<file path="src/rtl/kitten_axil_regs_mt.sv">
// rtl/kitten_axil_regs_mt.sv - multi-tile AXI-Lite control/status register block
module kitten_axil_regs_mt #(
    parameter int ADDR_WIDTH = 12,
    parameter int NUM_TILES  = 4,
    parameter int DATA_WIDTH = 32
) (
    input  logic                      clk,
    input  logic                      rst,
    input  logic [ADDR_WIDTH-1:0]     s_axil_awaddr,
    input  logic                      s_axil_awvalid,
    output logic                      s_axil_awready,
    input  logic [DATA_WIDTH-1:0]     s_axil_wdata,
    input  logic [DATA_WIDTH/8-1:0]   s_axil_wstrb,
    input  logic                      s_axil_wvalid,
    output logic                      s_axil_wready,
    output logic [1:0]                s_axil_bresp,
    output logic                      s_axil_bvalid,
    input  logic                      s_axil_bready,
    input  logic [ADDR_WIDTH-1:0]     s_axil_araddr,
    input  logic                      s_axil_arvalid,
    output logic                      s_axil_arready,
    output logic [DATA_WIDTH-1:0]     s_axil_rdata,
    output logic [1:0]                s_axil_rresp,
    output logic                      s_axil_rvalid,
    input  logic                      s_axil_rready,
    output logic [NUM_TILES-1:0]      o_step_start,
    output logic [NUM_TILES-1:0]      o_proj_done,
    output logic [16*NUM_TILES-1:0]   o_alpha,
    output logic [16*NUM_TILES-1:0]   o_v_th,
    output logic [16*NUM_TILES-1:0]   o_scale_q,
    output logic                      o_irq,
    input  logic [NUM_TILES-1:0]      i_step_done,
    input  logic [NUM_TILES-1:0]      i_busy
);

    localparam int NT = NUM_TILES;
    localparam int WA = ADDR_WIDTH - 2;   // word address width
    localparam int XW = ADDR_WIDTH - 5;   // tile index width
    localparam logic [1:0] RESP_OKAY   = 2'b00;
    localparam logic [1:0] RESP_SLVERR = 2'b10;
    localparam logic [15:0] ALPHA_RST = 16'd14746;
    localparam logic [15:0] VTH_RST   = 16'd8192;
    localparam logic [15:0] SCALE_RST = 16'd16384;

    logic          aw_held, w_held, aw_held_n, w_held_n, bvalid_n, rvalid_n;
    logic          aw_hs, w_hs, ar_hs, commit;
    logic [WA-1:0] aw_word, ar_word;
    logic [15:0]   w_data_q, wmask;
    logic [1:0]    w_strb_q;
    logic [NT-1:0] done_q, irq_en_q, prev_q, proj_done_q;
    logic [15:0]   alpha_q [NT];
    logic [15:0]   vth_q   [NT];
    logic [15:0]   scale_q [NT];

    logic [WA-1:0] w_off, r_off;
    logic [XW-1:0] w_tidx, r_tidx;
    logic [2:0]    w_treg, r_treg;
    logic          w_glob, r_glob, w_tile_ok, r_tile_ok;
    logic          wr_err, irq_we, tile_we, rd_err;
    logic [NT-1:0] go_req, done_clr;
    logic [DATA_WIDTH-1:0] rd_val;

    // Address bits below the word and data above the 16-bit registers carry no meaning.
    logic unused_bits;
    assign unused_bits = ^{s_axil_awaddr[1:0], s_axil_araddr[1:0],
                           s_axil_wdata[DATA_WIDTH-1:16], s_axil_wstrb[DATA_WIDTH/8-1:2]};

    // Handshake qualifiers and next state of the channel flags.
    always_comb begin
        aw_hs     = s_axil_awvalid & s_axil_awready;
        w_hs      = s_axil_wvalid & s_axil_wready;
        ar_hs     = s_axil_arvalid & s_axil_arready;
        commit    = aw_held & w_held;
        aw_held_n = commit ? 1'b0 : (aw_hs ? 1'b1 : aw_held);
        w_held_n  = commit ? 1'b0 : (w_hs ? 1'b1 : w_held);
        bvalid_n  = commit ? 1'b1 : ((s_axil_bvalid & s_axil_bready) ? 1'b0 : s_axil_bvalid);
        rvalid_n  = ar_hs ? 1'b1 : ((s_axil_rvalid & s_axil_rready) ? 1'b0 : s_axil_rvalid);
        wmask     = {{8{w_strb_q[1]}}, {8{w_strb_q[0]}}};
    end

    // Decode the latched write address into register actions, only active on the commit cycle.
    always_comb begin
        w_glob    = (aw_word[WA-1:6] == '0);
        w_off     = aw_word - WA'(64);
        w_tidx    = w_off[WA-1:3];
        w_treg    = w_off[2:0];
        w_tile_ok = !w_glob && (int'(w_tidx) < NT) && (w_treg < 3'd4);
        wr_err    = 1'b0;
        go_req    = '0;
        done_clr  = '0;
        irq_we    = 1'b0;
        tile_we   = 1'b0;
        if (commit) begin
            if (w_glob) begin
                case (aw_word[5:0])
                    6'd1:    go_req   = w_data_q[NT-1:0] & wmask[NT-1:0];
                    6'd2:    done_clr = w_data_q[NT-1:0] & wmask[NT-1:0];
                    6'd3:    irq_we   = 1'b1;
                    default: wr_err   = 1'b1;
                endcase
            end else if (w_tile_ok) begin
                tile_we = 1'b1;
            end else begin
                wr_err = 1'b1;
            end
        end
    end

    // Read mux straight off the AR address; captured into rdata at the handshake.
    always_comb begin
        ar_word   = s_axil_araddr[ADDR_WIDTH-1:2];
        r_glob    = (ar_word[WA-1:6] == '0);
        r_off     = ar_word - WA'(64);
        r_tidx    = r_off[WA-1:3];
        r_treg    = r_off[2:0];
        r_tile_ok = !r_glob && (int'(r_tidx) < NT) && (r_treg < 3'd4);
        rd_val    = '0;
        rd_err    = 1'b0;
        if (r_glob) begin
            case (ar_word[5:0])
                6'd0:    rd_val = {16'h4B46, 8'h02, 8'(NT)};
                6'd1:    rd_val = '0;
                6'd2:    rd_val = DATA_WIDTH'(done_q);
                6'd3:    rd_val = DATA_WIDTH'(irq_en_q);
                6'd4:    rd_val = DATA_WIDTH'(i_busy);
                default: rd_err = 1'b1;
            endcase
        end else if (r_tile_ok) begin
            for (int t = 0; t < NT; t++) begin
                if (r_tidx == XW'(t)) begin
                    case (r_treg)
                        3'd0:    rd_val[1] = proj_done_q[t];
                        3'd1:    rd_val = DATA_WIDTH'(alpha_q[t]);
                        3'd2:    rd_val = DATA_WIDTH'(vth_q[t]);
                        3'd3:    rd_val = DATA_WIDTH'(scale_q[t]);
                        default: rd_val = '0;
                    endcase
                end
            end
        end else begin
            rd_err = 1'b1;
        end
        if (rd_err) begin
            rd_val = 32'hDEADBEEF;
        end
    end

    // Write channel: latch AW and W independently, respond once both are held.
    always_ff @(posedge clk or posedge rst) begin
        if (rst) begin
            s_axil_awready <= 1'b0;
            s_axil_wready  <= 1'b0;
            s_axil_bvalid  <= 1'b0;
            s_axil_bresp   <= RESP_OKAY;
            aw_held        <= 1'b0;
            w_held         <= 1'b0;
            aw_word        <= '0;
            w_data_q       <= '0;
            w_strb_q       <= '0;
        end else begin
            aw_held        <= aw_held_n;
            w_held         <= w_held_n;
            s_axil_bvalid  <= bvalid_n;
            s_axil_awready <= !aw_held_n && !bvalid_n;
            s_axil_wready  <= !w_held_n && !bvalid_n;
            if (aw_hs) begin
                aw_word <= s_axil_awaddr[ADDR_WIDTH-1:2];
            end
            if (w_hs) begin
                w_data_q <= s_axil_wdata[15:0];
                w_strb_q <= s_axil_wstrb[1:0];
            end
            if (commit) begin
                s_axil_bresp <= (wr_err || (|(go_req & i_busy))) ? RESP_SLVERR : RESP_OKAY;
            end
        end
    end

    // Register file, start pulses, sticky done capture (set beats clear) and interrupt.
    always_ff @(posedge clk or posedge rst) begin
        if (rst) begin
            done_q       <= '0;
            irq_en_q     <= '0;
            prev_q       <= '0;
            proj_done_q  <= '0;
            o_step_start <= '0;
            o_irq        <= 1'b0;
            for (int t = 0; t < NT; t++) begin
                alpha_q[t] <= ALPHA_RST;
                vth_q[t]   <= VTH_RST;
                scale_q[t] <= SCALE_RST;
            end
        end else begin
            prev_q       <= i_step_done;
            done_q       <= (done_q & ~done_clr) | (i_step_done & ~prev_q);
            o_irq        <= |(done_q & irq_en_q);
            o_step_start <= go_req & ~i_busy;
            if (irq_we) begin
                irq_en_q <= (irq_en_q & ~wmask[NT-1:0]) | (w_data_q[NT-1:0] & wmask[NT-1:0]);
            end
            for (int t = 0; t < NT; t++) begin
                if (tile_we && (w_tidx == XW'(t))) begin
                    case (w_treg)
                        3'd0: if (w_strb_q[0]) proj_done_q[t] <= w_data_q[1];
                        3'd1: alpha_q[t] <= (alpha_q[t] & ~wmask) | (w_data_q & wmask);
                        3'd2: vth_q[t]   <= (vth_q[t] & ~wmask) | (w_data_q & wmask);
                        3'd3: scale_q[t] <= (scale_q[t] & ~wmask) | (w_data_q & wmask);
                        default: ;
                    endcase
                end
            end
        end
    end

    // Read channel: one outstanding read, data held until accepted.
    always_ff @(posedge clk or posedge rst) begin
        if (rst) begin
            s_axil_arready <= 1'b0;
            s_axil_rvalid  <= 1'b0;
            s_axil_rresp   <= RESP_OKAY;
            s_axil_rdata   <= '0;
        end else begin
            s_axil_rvalid  <= rvalid_n;
            s_axil_arready <= !rvalid_n;
            if (ar_hs) begin
                s_axil_rdata <= rd_val;
                s_axil_rresp <= rd_err ? RESP_SLVERR : RESP_OKAY;
            end
        end
    end

    // Flatten per-tile parameters onto the output buses.
    always_comb begin
        o_proj_done = proj_done_q;
        for (int t = 0; t < NT; t++) begin
            o_alpha[16*t +: 16]   = alpha_q[t];
            o_v_th[16*t +: 16]    = vth_q[t];
            o_scale_q[16*t +: 16] = scale_q[t];
        end
    end

endmodule
</file>
<file path="config.mk">
export PLATFORM = sky130hd
export DESIGN_NAME = kitten_axil_regs_mt
export DESIGN_NICKNAME = d
export VERILOG_FILES = /design/src/rtl/kitten_axil_regs_mt.sv
export SDC_FILE = /design/constraint.sdc
export NUM_CORES = 1
export LEC_CHECK = 0
export CORE_MARGIN = 5
export CORE_UTILIZATION = 41
export CTS_BUF_LIST = sky130_fd_sc_hd__clkbuf_8
export CTS_CLUSTER_SIZE = 30
export DETAILED_ROUTE_END_ITERATION = 8
export PLACE_DENSITY = 0.71
export SYNTH_ARGS = -nofsm -noshare
export SYNTH_HDL_FRONTEND = slang
export SYNTH_SLANG_ARGS = --single-unit
</file>
<file path="constraint.sdc">
create_clock -name clk -period 19.1 [get_ports clk]
set_input_delay 2.865 -clock clk [delete_from_list [all_inputs] [get_ports clk]]
set_output_delay 2.865 -clock clk [all_outputs]
set_load 0.02 [all_outputs]
</file>
Yosys cells after proc, flatten, opt, wreduce, memory -nomap -nowiden
Index checks and enable logic that the tools add are counted.
Word-level totals
  output and inout bits: 242
  logic and storage cells: 197
  latch bits: 0
  bits in read-only memories: 0
  bits of input ports: 75
  register bits: 284
  memories kept: 0
  memory bits (writable): 0
Cells by class
  mux-type cells: 49
  order comparisons: 4
  shift-type cells: 0
  div/mod/pow operators: 0
  bitwise logic cells: 45
  multipliers: 0
  add/subtract/negate cells: 2
  reduce and logical (&&, ||, !) cells: 44
  eq/ne operators: 19
Operators with widths (number)
  one-hot mux 30 bit (4 select lines): 3
  bitwise AND 16 bit: 13
  two-way mux 32 bit: 6
  bitwise OR 16 bit: 12
  one-hot mux 31 bit (4 select lines): 1
  one-hot mux 14 bit (3 select lines): 1
  bitwise AND 4 bit: 7
  equality test 7 x 2 -> 1 bit (second input constant): 4
  one-hot mux 1 bit (4 select lines): 7
  equality test 6 x 2 -> 1 bit (second input constant): 4
  two-way mux 4 bit: 6
  AND reduction 2 bit: 12
  two-way mux 1 bit: 21
  subtractor 10 x 7 -> 10 bit (second input constant): 2
  two-way mux 16 bit: 1
  NOT 16 bit: 1
  NOT 4 bit: 4
  equality test 7 x 1 -> 1 bit (second input constant): 2
  logical NOT 7 bit: 2
  less-than comparator 7 x 3 -> 1 bit (second input constant): 2
  equality test 3 x 2 -> 1 bit (second input constant): 4
  equality test 6 x 1 -> 1 bit (second input constant): 2
  AND reduction 3 bit: 4
  logical AND 1 bit: 10
  15 further kinds: 32

Logic depth before layout (Yosys ltp)
  depth after elaboration: 13
  mapped depth: 9
  mapped depth without buffers: 7

Worst setup path after synthesis
No wires, ideal clock.
  path type: input-to-reg
  start point: input port s_axil_araddr[8]
  end point: register s_axil_rdata[2]
  required time: 18.966 ns
  cell stages on the path: 8
  library setup time: 0.134 ns
  buffers on the path: 1
  setup slack: 14.520 ns
  arrival: 4.445 ns
  cells stage by stage: inv_1 ha_1 o41ai_4 inv_2 or3_1 buf_2 a222oi_1 a21oi_1
Between the ends
  longest elaborated chain between the ends: 12
  elaborated cells on any way between the ends: 22
  those cells by class: add/sub: 1; order compare: 1; eq/ne: 3; mux: 12; reduce/logical: 5
Ends and longest elaborated chain
  start, declared: RTL line 19  | input logic [ADDR_WIDTH-1:0] s_axil_araddr,
  subtractor 10 x 7 -> 10 bit: RTL line 113  | r_off = ar_word - WA'(64);
  logical NOT 7 bit: RTL line 130  | if (r_tidx == XW'(t)) begin
  two-way mux 16 bit: RTL line 130
  one-hot mux 30 bit (4 select lines): RTL line 131  | case (r_treg)
  two-way mux 32 bit: RTL line 130
  one-hot mux 30 bit (4 select lines): RTL line 131
  two-way mux 32 bit: RTL line 130
  one-hot mux 30 bit (4 select lines): RTL line 131
  two-way mux 32 bit: RTL line 130
  two-way mux 32 bit: RTL line 128  | end else if (r_tile_ok) begin
  two-way mux 32 bit: RTL line 119  | if (r_glob) begin
  two-way mux 32 bit *: RTL line 143  | if (rd_err) begin
  end signal, assigned: RTL line 226  | s_axil_rdata <= rd_val;
  end, declared: RTL line 22  | output logic [DATA_WIDTH-1:0] s_axil_rdata,
Mark *: on every way between the ends. The rest lies on a longest branch, timed or not.
A chain may end at the register's enable or synchronous reset.

Worst setup path after layout
  start point: input port s_axil_araddr[8]
  end point: register s_axil_rdata[8]
The elaborated chain is that of the path after synthesis.

==> metrics.csv <==
stage;metric;value;unit
placed_design;dp.cells;1635;
yosys;ys_types;58;
grt;grt_antenna_before_repair;2;
yosys;synth_seq_cells;268;
clock_network;clockBufferDepth;3;
drt;drt-pass1-iter-count;6;
placed_design;place_congestion;0.847;
sta;rsz0062_at_grt;false;
floorplanning;start_util;41.4;%
cells_and_area;fin_util;54.4;%
yosys;synth.largest_area_cell;dfrtp_1;
drt;wl_per_cell;24.8;um
yosys;synth.top_cells.by_count;mux2_2 (248), dfrtp_1 (228), nand2_1 (62);
cells_and_area;instances_no_fill;1725;
cells_and_area;final_nets;1361;
sta;slew_violations;0;
cells_and_area;final_area;17100;um2
yosys;seq_area_frac_synth;51.8;%
cells_and_area;fillers;2706;
critical_path;cp-start-kind;input port;
grt;overflow;0;
grt;grt_max_degree;126;
yosys;synth.top_cell.area_share;43.8;%
critical_path;path_max_fanout;13;
critical_path;r2r_setup_slack;16.30;ns
clock_network;hold_buffers;0;
clock_network;cts_tree;built;
floorplanning;ios;317;
power;p_per_area;88.0;nW/um2
placed_design;dpl_cell_area;16100;um2
power;p_switching;492;uW
sta;clock_skew;0.0262;ns
yosys;avgSynthCellArea;12.9;um2
placed_design;hpwl;30000;um
critical_path;crit_type;input port to flop;
floorplanning;dieArea;35500;um2
yosys;yosysMostFrequentCell;mux2_2;
sta;finalHoldViolations;0;
power;seqPwrFrac;48.2;%
cells_and_area;area_growth;31.4;%
sta;worst_pin_slew;1.28;ns
grt;grt_use_total;23.3;%
clock_network;cts_buffers;47;
clock_network;clock_sink_count;268;
drt;ant_nets;0;
clock_network;htreeDepth;2;
drt;viasPerCell;5.66;
yosys;ys.flop_type;dfrtp_1;
floorplanning;core-area;31500;um2
critical_path;arrival;6.19;ns
sta;setup_violations;0;
drt;route.detailed.drc;0;
yosys;netlist_instances;1013;
yosys;synthArstFlopShare;100;%
clock_network;clk_latency;0.57;ns
grt;grt_first_pass_wirelength;63500;um
sta;fin_setup_tns;0;ns
clock_network;post_cts_resized;0;
run_status;status;completed;
sta;maxSlewHeadroom;14.5;%
sta;max_freq;175;MHz
grt;grt_pass1_vias;9828;
power;peakVddDrop;0.0773;mV
placed_design;portBuffers;290;
power;leakagePower;7.70;nW
critical_path;crit_path_end_kind;flop;
clock_network;cts_setup_buffers;0;
clock_network;clk_pin_slew;0.06;ns
yosys;synth_edf_count;0;
yosys;synth.area.top_cells;dfrtp_1 (44%), mux2_2 (21%), dfstp_2 (8.1%);
job;maxCapViolCount;0;
power;combPwrFrac;15.4;%
drt;vias;9767;
cells_and_area;drive_gt1_share;31.3;%
worst_hold_path;hp-class;flop to flop;
power;swShare;32.6;%
floorplanning;die_y;188;um
floorplanning;fp.dieW;188;um
power;p_clk_share;36.4;%
clock_network;root_buffer;clkbuf_8;
drt;wirelength;42700;um
critical_path;crit_required;19.59;ns
drt;drt_iter0_drc;583;
floorplanning;row_count;65;
sta;period_share;29.9;%
yosys;netlist_area;13000;um2
yosys;synth_warnings;0;
power;p_int;1.01;mW
sta;fin_crit;5.71;ns
-- power groups by stage --
| stage | Clock, mW | Combinational, mW | Sequential (mW) |
|---|---|---|---|
| after floorplan | 0 | 0.195 | 0.667 |
| after global placement | 0 | 0.229 | 0.731 |
| after detailed placement | 0 | 0.234 | 0.733 |
| after CTS | 0.560 | 0.234 | 0.724 |
| after global routing | 0.587 | 0.249 | 0.736 |
| final | 0.548 | 0.232 | 0.726 |
-- kinds of logic (layout without fill, tap and decap cells) --
group,Yosys count,in the layout,share of synthesized area (%)
flip-flops,268,268,51.8
other,1,6,0.0288
AND/OR/NAND/NOR,174,174,9.82
AO/OA/AOI/OAI,173,173,8.75
multiplexers,294,294,25.4
buffers and inverters,99,404,3.78
adder cells (fa/ha/maj),4,4,0.384
-- cell usage in the layout (no fill, tap or decap), types with 9 or more instances in the layout --
cell	count
clkdlybuf4s50_1	289
dfrtp_1	228
a211oi_1	13
mux2i_1	36
nor2_1	15
a22oi_1	56
inv_1	29
a21oi_1	18
clkbuf_8	61
buf_4	12
nand2_1	62
nand4_4	16
o211ai_1	9
dfstp_2	40
mux2_2	248
o21ai_0	56
-- cell type report --
type	instances	area [um2]	area share [%]
tap	402	503	2.94
multi-input combinational	649	5820	34.0
sequential	268	6760	39.5
clock inverter	27	155	0.906
timing repair buffer	301	2980	17.4
clock buffer	61	840	4.90
antenna	2	5.00	0.0292
inverter	15	63.8	0.373
-- per-stage QoR --
| step | power (mW) | setup slack [ns] | hold WS [ns] |
|---|---|---|---|
| after floorplan | 0.862 | 8.92 | 0.400 |
| after global placement | 0.960 | 13.00 | 0.406 |
| after detailed placement | 0.967 | 12.85 | 0.412 |
| after CTS | 1.52 | 13.43 | 0.421 |
| after global routing | 1.57 | 13.18 | 0.429 |
| final | 1.51 | 13.39 | 0.416 |
-- critical path: stages --
cell and delay [ns]:
clkdlybuf4s50_1 0.69, inv_1 0.08, ha_1 0.31, nor4b_2 0.36
nand3_1 0.52, a21oi_2 0.88, a222oi_1 0.28, a21oi_1 0.19
-- worst paths after layout --
path	startpoint	endpoint	cells after the start
max in group asynchronous	rst	async pin	3
worst min register to register	prev_q[1]	done_q[1]	1
worst max-delay path	s_axil_araddr[8]	s_axil_rdata[8]	8
min in group asynchronous	rst	async pin	2
worst max register to register	aw_word[6]	flop	8
worst min-delay path	prev_q[1]	done_q[1]	1
-- metal layers --
layer / vias up / wire (um) / track usage [%]
li1: 4301 / - / -
met4: 0 / 1180 / 7.06
met1: 4975 / 18200 / 31.8
met2: 418 / 19900 / 36.7
met3: 73 / 3500 / 6.08
met5: - / 0 / 0
Note: power is estimated with default switching activity, not from simulation.
